### src/rtl/i2c_codec_pkg.sv
// Shared definitions for the I2C codec write responder: FSM states,
// the default codec target address and the address-byte decode helper.
package i2c_codec_pkg;

    // Target address of the codec when its CSB pin is tied low
    localparam logic [6:0] CODEC_DEV_ADDR = 7'h1A;

    // Value of the 3-bit bit counter while the last bit of a byte is shifted
    localparam logic [2:0] LAST_BIT = 3'd7;

    typedef enum logic [2:0] {
        ST_IDLE,
        ST_ADDR,
        ST_ADDR_ACK,
        ST_BYTE1,
        ST_ACK1,
        ST_BYTE2,
        ST_ACK2,
        ST_IGNORE
    } state_t;

    // An address byte selects us only for a write (R/W bit low) to our address
    function automatic logic isWriteTo(input logic [7:0] addrByte, input logic [6:0] devAddr);
        return (addrByte[7:1] == devAddr) && !addrByte[0];
    endfunction

endpackage

### src/rtl/i2c_sync_edge.sv
// Brings one asynchronous bus line into the clk domain and flags its edges.
// Flops reset high so an idle (pulled-up) bus never produces a spurious edge.
module i2c_sync_edge #(
    parameter int STAGES = 2
) (
    input  logic clk,
    input  logic reset,
    input  logic i_sig,
    output logic o_level,
    output logic o_rise,
    output logic o_fall
);

    logic [STAGES-1:0] r_sync;
    logic              r_prev;

    // Synchroniser chain plus one extra flop holding the previous synced value
    always_ff @(posedge clk or posedge reset) begin
        if (reset) begin
            r_sync <= '1;
            r_prev <= 1'b1;
        end else begin
            r_sync[0] <= i_sig;
            for (int k = 1; k < STAGES; k++) begin
                r_sync[k] <= r_sync[k-1];
            end
            r_prev <= r_sync[STAGES-1];
        end
    end

    assign o_level = r_sync[STAGES-1];
    assign o_rise  = r_sync[STAGES-1] & ~r_prev;
    assign o_fall  = ~r_sync[STAGES-1] & r_prev;

endmodule

### src/rtl/i2c_codec_responder.sv
// Write-only I2C target for a codec control port: accepts
// START, address byte, two data bytes, and emits one register write
// (7-bit register address, 9-bit data) per completed transfer.
module i2c_codec_responder
    import i2c_codec_pkg::*;
#(
    parameter logic [6:0] DEV_ADDR    = CODEC_DEV_ADDR,
    parameter int         SYNC_STAGES = 2
) (
    input  logic       clk,
    input  logic       reset,
    input  logic       i2c_sclk,
    input  logic       i2c_sdat_in,
    output logic       i2c_sdat_oe,
    output logic       reg_wr_valid,
    output logic [6:0] reg_addr,
    output logic [8:0] reg_data,
    output logic       busy
);

    logic       w_sclLevel;
    logic       w_sclRise;
    logic       w_sclFall;
    logic       w_sdaLevel;
    logic       w_sdaRise;
    logic       w_sdaFall;
    logic       w_start;
    logic       w_stop;
    logic       w_lastBit;
    logic [7:0] w_nextByte;

    state_t     r_state;
    logic [2:0] r_bitCnt;
    logic [7:0] r_shift;
    logic [7:0] r_byte1;
    logic       r_oe;
    logic       r_wrValid;
    logic [6:0] r_addr;
    logic [8:0] r_data;
    logic       r_busy;

    i2c_sync_edge #(.STAGES(SYNC_STAGES)) u_sclSync (
        .clk     (clk),
        .reset   (reset),
        .i_sig   (i2c_sclk),
        .o_level (w_sclLevel),
        .o_rise  (w_sclRise),
        .o_fall  (w_sclFall)
    );

    i2c_sync_edge #(.STAGES(SYNC_STAGES)) u_sdaSync (
        .clk     (clk),
        .reset   (reset),
        .i_sig   (i2c_sdat_in),
        .o_level (w_sdaLevel),
        .o_rise  (w_sdaRise),
        .o_fall  (w_sdaFall)
    );

    // SDA moving while SCL is high is a bus condition, never a data bit
    assign w_start    = w_sdaFall & w_sclLevel;
    assign w_stop     = w_sdaRise & w_sclLevel;
    assign w_lastBit  = (r_bitCnt == LAST_BIT);
    assign w_nextByte = {r_shift[6:0], w_sdaLevel};

    // Protocol FSM: START/STOP override every state; otherwise shift bits on
    // SCL rise and drive ACK from the falling edge after bit 8 to the next one.
    // Byte 2 stays in r_shift through ACK2, so it is read from there at commit.
    always_ff @(posedge clk or posedge reset) begin
        if (reset) begin
            r_state   <= ST_IDLE;
            r_bitCnt  <= 3'd0;
            r_shift   <= 8'd0;
            r_byte1   <= 8'd0;
            r_oe      <= 1'b0;
            r_wrValid <= 1'b0;
            r_addr    <= 7'd0;
            r_data    <= 9'd0;
            r_busy    <= 1'b0;
        end else begin
            r_wrValid <= 1'b0;
            if (w_start) begin
                r_state  <= ST_ADDR;
                r_bitCnt <= 3'd0;
                r_oe     <= 1'b0;
                r_busy   <= 1'b0;
            end else if (w_stop) begin
                r_state  <= ST_IDLE;
                r_bitCnt <= 3'd0;
                r_oe     <= 1'b0;
                r_busy   <= 1'b0;
            end else begin
                case (r_state)
                    ST_ADDR: begin
                        if (w_sclRise) begin
                            r_shift  <= w_nextByte;
                            r_bitCnt <= r_bitCnt + 3'd1;
                            if (w_lastBit) begin
                                if (isWriteTo(w_nextByte, DEV_ADDR)) begin
                                    r_state <= ST_ADDR_ACK;
                                    r_busy  <= 1'b1;
                                end else begin
                                    r_state <= ST_IGNORE;
                                end
                            end
                        end
                    end
                    ST_BYTE1: begin
                        if (w_sclRise) begin
                            r_shift  <= w_nextByte;
                            r_bitCnt <= r_bitCnt + 3'd1;
                            if (w_lastBit) begin
                                r_byte1 <= w_nextByte;
                                r_state <= ST_ACK1;
                            end
                        end
                    end
                    ST_BYTE2: begin
                        if (w_sclRise) begin
                            r_shift  <= w_nextByte;
                            r_bitCnt <= r_bitCnt + 3'd1;
                            if (w_lastBit) begin
                                r_state <= ST_ACK2;
                            end
                        end
                    end
                    ST_ADDR_ACK: begin
                        if (w_sclFall) begin
                            if (!r_oe) begin
                                r_oe <= 1'b1;
                            end else begin
                                r_oe     <= 1'b0;
                                r_bitCnt <= 3'd0;
                                r_state  <= ST_BYTE1;
                            end
                        end
                    end
                    ST_ACK1: begin
                        if (w_sclFall) begin
                            if (!r_oe) begin
                                r_oe <= 1'b1;
                            end else begin
                                r_oe     <= 1'b0;
                                r_bitCnt <= 3'd0;
                                r_state  <= ST_BYTE2;
                            end
                        end
                    end
                    ST_ACK2: begin
                        if (w_sclFall) begin
                            if (!r_oe) begin
                                r_oe <= 1'b1;
                            end else begin
                                r_oe      <= 1'b0;
                                r_bitCnt  <= 3'd0;
                                r_state   <= ST_IGNORE;
                                r_busy    <= 1'b0;
                                r_wrValid <= 1'b1;
                                r_addr    <= r_byte1[7:1];
                                r_data    <= {r_byte1[0], r_shift};
                            end
                        end
                    end
                    ST_IDLE, ST_IGNORE: begin
                        r_oe   <= 1'b0;
                        r_busy <= 1'b0;
                    end
                    default: begin
                        r_state <= ST_IDLE;
                        r_oe    <= 1'b0;
                        r_busy  <= 1'b0;
                    end
                endcase
            end
        end
    end

    assign i2c_sdat_oe  = r_oe;
    assign reg_wr_valid = r_wrValid;
    assign reg_addr     = r_addr;
    assign reg_data     = r_data;
    assign busy         = r_busy;

endmodule

### config.mk
export PLATFORM = sky130hd
export DESIGN_NAME = i2c_codec_responder
export DESIGN_NICKNAME = d
export VERILOG_FILES = /design/src/rtl/i2c_codec_pkg.sv /design/src/rtl/i2c_sync_edge.sv /design/src/rtl/i2c_codec_responder.sv
export SDC_FILE = /design/constraint.sdc
export NUM_CORES = 1
export LEC_CHECK = 0
export ABC_AREA = 1
export ABC_CLOCK_PERIOD_IN_PS = 1900
export CAP_MARGIN = 0
export CORE_MARGIN = 8
export CORE_UTILIZATION = 30
export DETAILED_ROUTE_END_ITERATION = 8
export PLACE_DENSITY_LB_ADDON = 0.15
export RECOVER_POWER = 100
export SLEW_MARGIN = 0
export SYNTH_ARGS = -nofsm -noshare
export SYNTH_HDL_FRONTEND = slang
export SYNTH_HIERARCHICAL = 1
export SYNTH_SLANG_ARGS = --single-unit
### constraint.sdc
create_clock -name clk -period 1.9 [get_ports clk]
set_input_delay 0.38 -clock clk [delete_from_list [all_inputs] [get_ports clk]]
set_output_delay 0.38 -clock clk [all_outputs]
set_load 0.01 [all_outputs]
==> results_dict.tcl <==
set metrics [dict create \
    ir_drop_mv 0.375 \
    wl_per_cell_um 11.6 \
    placed_area_um2 2480 \
    syn2layout_area_growth_pct 20.7 \
    syn_area_um2 2150 \
    die_h_um 101 \
    final_common_cell "nand2_1" \
    worstSetupPathType "reg2reg" \
    coreArea_um2 7100 \
    r2r_start "u_sdaSync/r_sync[1]" \
    grt_use_total_pct 9.53 \
    rsz0062_at_grt "yes" \
    firstDrtPassIters 4 \
    critPathMostFrequentCell "nand2_1" \
    maxCapViolations 0 \
    antenna_found_initial 0 \
    worstPathArrival_ns 1.99 \
    grt_pass1_wl_um 7670 \
    worstHoldPathType "reg2reg" \
    fin_area_um2 2590 \
    htree_levels 2 \
    yosysWarnings 6 \
    fin_skew_ns 0.0110 \
    start_util_pct 30.3 \
    finalMaxSlewViolations 0 \
    first_iter_violations 133 \
    async_flop_share_pct 100 \
    min_period_over_period_pct 92.7 \
    power.density_nw_per_um2 1150 \
    critPathMaxStageDelay_ns 0.59 \
    fin_nets 279 \
    fin_crit_ns 1.76 \
    setup_viol 0 \
    worstPathRequired_ns 2.13 \
    fmax_ghz 0.568 \
    worstPathBufferInverterCount 2 \
    p_total_uw 2980 \
    drcViolationCount 0 \
    grt_overflow_total 0 \
    worstPathMaxFanout 7 \
    multi_input_area_um2 787 \
    ios 23 \
    p_leak_uw 0.00134 \
    dieArea_um2 10100 \
    crit_path_top_delay_cell "dfstp_2" \
    timing.slew.headroom_pct 32.2 \
    grt_max_degree 42 \
    cts_root_buffer "clkbuf_8" \
    final.setup.tns_ns 0 \
    startpoint_type "register" \
    synth_edf_count 0 \
    antenna-diode-count 0 \
    min_from "u_sclSync/r_sync[0]" \
    die_x_um 101 \
    cts_tree "done" \
    routed_wirelength_um 4320 \
    globalplace.congestion 0.798 \
    critPathTopFamily "simple AND/OR/NAND/NOR gates" \
    hpwlAfterDp_um 3130 \
    synth_nets 249 \
    avgSynthCellArea_um2 8.84 \
    syn_inst 243 \
    cts_buffers 5 \
    post_drt_via_cell_ratio 4.18 \
    ant_nets 0 \
    synth_cell_types 24 \
    rr_worst_depth 9 \
    rows 31 \
    numClockSinks 47 \
    tightest_slew_ns 1.02 \
    cp_cell_sequence "nor2_1, nand2_1, nand2_2, inv_1, nand2_1, nor2_4, buf_4, nand2_1, o21ai_0" \
    status "completed" \
    hold_end "u_sclSync/r_sync[1]" \
    synth-main-ff-cell "dfrtp_1" \
    num_vias 1560 \
    clockBufferDepth 2 \
    synth_seq_area_share_pct 55.1 \
    hold_path_depth 0 \
    clk_latency_ns 0.31 \
    drive_gt1_share_pct 17.2 \
    setup.worst_path.end_class "register" \
    synth_seq_cells 47 \
    final_cell_mix "nand2_1, dfrtp_1, inv_1" \
    io_buffer_count 22 \
    path_clk_slew_ns 0.09 \
    hold_viol 0 \
    fillers 746 \
    grt_pass1_vias 1613 \
    reg2reg_slack_ns 0.14 \
    r2r_end "r_shift[2]" \
    regArea_um2 1180 \
]
==> repair_timing <==
action	CTS	global route
resized for setup	0	1
hold buffers	0	0
setup buffers	0	4
endpoints found under the setup margin	0	16
==> stage by stage <==
stage / utilization (%) / instances / hold slack (ns) / setup slack, ns
after global routing: 36.5 / 373 / 0.362 / -0.0380
final: 36.5 / 373 / 0.359 / 0.138
after floorplan: - / 243 / 0.313 / 0.439
after detailed placement: 34.9 / 361 / 0.347 / 0.136
after global placement: 34.9 / 361 / 0.346 / 0.182
after CTS: 36.6 / 369 / 0.361 / 0.115
==> kinds of logic after synthesis <==
group,after synthesis,synth area share (%)
buffers and inverters,35,7.92
adders and majority gates,2,1.16
and+or+nand+nor,126,25.7
DFF,47,55.1
AOI/OAI and AO/OA,33,10.1
==> layer usage <==
metal / GRT usage (%) / wire (um) / part of all wire, % / up-vias
li1: - / - / - / 820
met1: 12.0 / 2190 / 51 / 706
met2: 14.7 / 1850 / 43 / 28
met3: 2.97 / 207 / 4.8 / 6
met4: 3.84 / 70 / 1.6 / 0
met5: 0 / 0 / 0 / -
==> power by group <==
group	leakage (uW)	total [uW]	switching, uW	internal [uW]
logic	0.000656	915	598	317
clock network	0.0000587	763	364	399
registers	0.000623	1300	152	1150
==> Yosys cell counts (all sizes together) (2+ instances only) <==
library cell | n | share of area [%]
a21oi | 4 | 0.93
buf | 6 | 2.9
nand3 | 17 | 4.8
dfstp | 6 | 7.3
inv | 29 | 5.1
o21ai | 27 | 8.2
dfrtp | 41 | 48
ha | 2 | 1.2
nand2 | 87 | 16
nor2 | 19 | 4.3
==> sequential cells by signal, summed over array words and instances (netlist names) <==
name / count
r_bitCnt: 3
r_byte1: 8
u_sclSync/r_prev: 1
u_sclSync/r_sync: 2
reg_wr_valid: 1
r_shift: 8
u_sdaSync/r_sync: 2
reg_data: 9
u_sdaSync/r_prev: 1
reg_addr: 7
busy: 1
i2c_sdat_oe: 1
r_state: 3
==> worst max-delay path by stage <==
stage | start | endpoint | slack (ns) | cells past startpoint
2_1_floorplan | u_sdaSync/r_sync[1] | r_shift[6] | 0.44 | 8
3_3_place_gp | u_sdaSync/r_sync[1] | r_shift[1] | 0.18 | 7
3_5_place_dp | u_sdaSync/r_sync[1] | r_shift[5] | 0.14 | 7
4_1_cts | u_sdaSync/r_sync[1] | r_shift[5] | 0.12 | 7
5_1_grt | u_sdaSync/r_sync[1] | r_shift[2] | -0.04 | 9
6_report | u_sdaSync/r_sync[1] | r_shift[2] | 0.14 | 9
==> worst reg2reg max path: cells and delay by family, from the launching register on <==
kind | cells | cell delay (ns)
and+or+nand+nor | 6 | 0.64
DFF | 1 | 0.59
buffers and inverters | 2 | 0.38
AOI/OAI and AO/OA | 1 | 0.07
==> area by class of cell <==
type / count / area share [%]
well taps: 99 / 4.78
inverters: 29 / 4.20
repair buffers: 29 / 10.6
flip-flops and latches: 47 / 45.6
clock buffers: 5 / 2.65
multi-input cells: 161 / 30.3
clock inverters: 3 / 1.83
(Power assumes the default switching activity.)
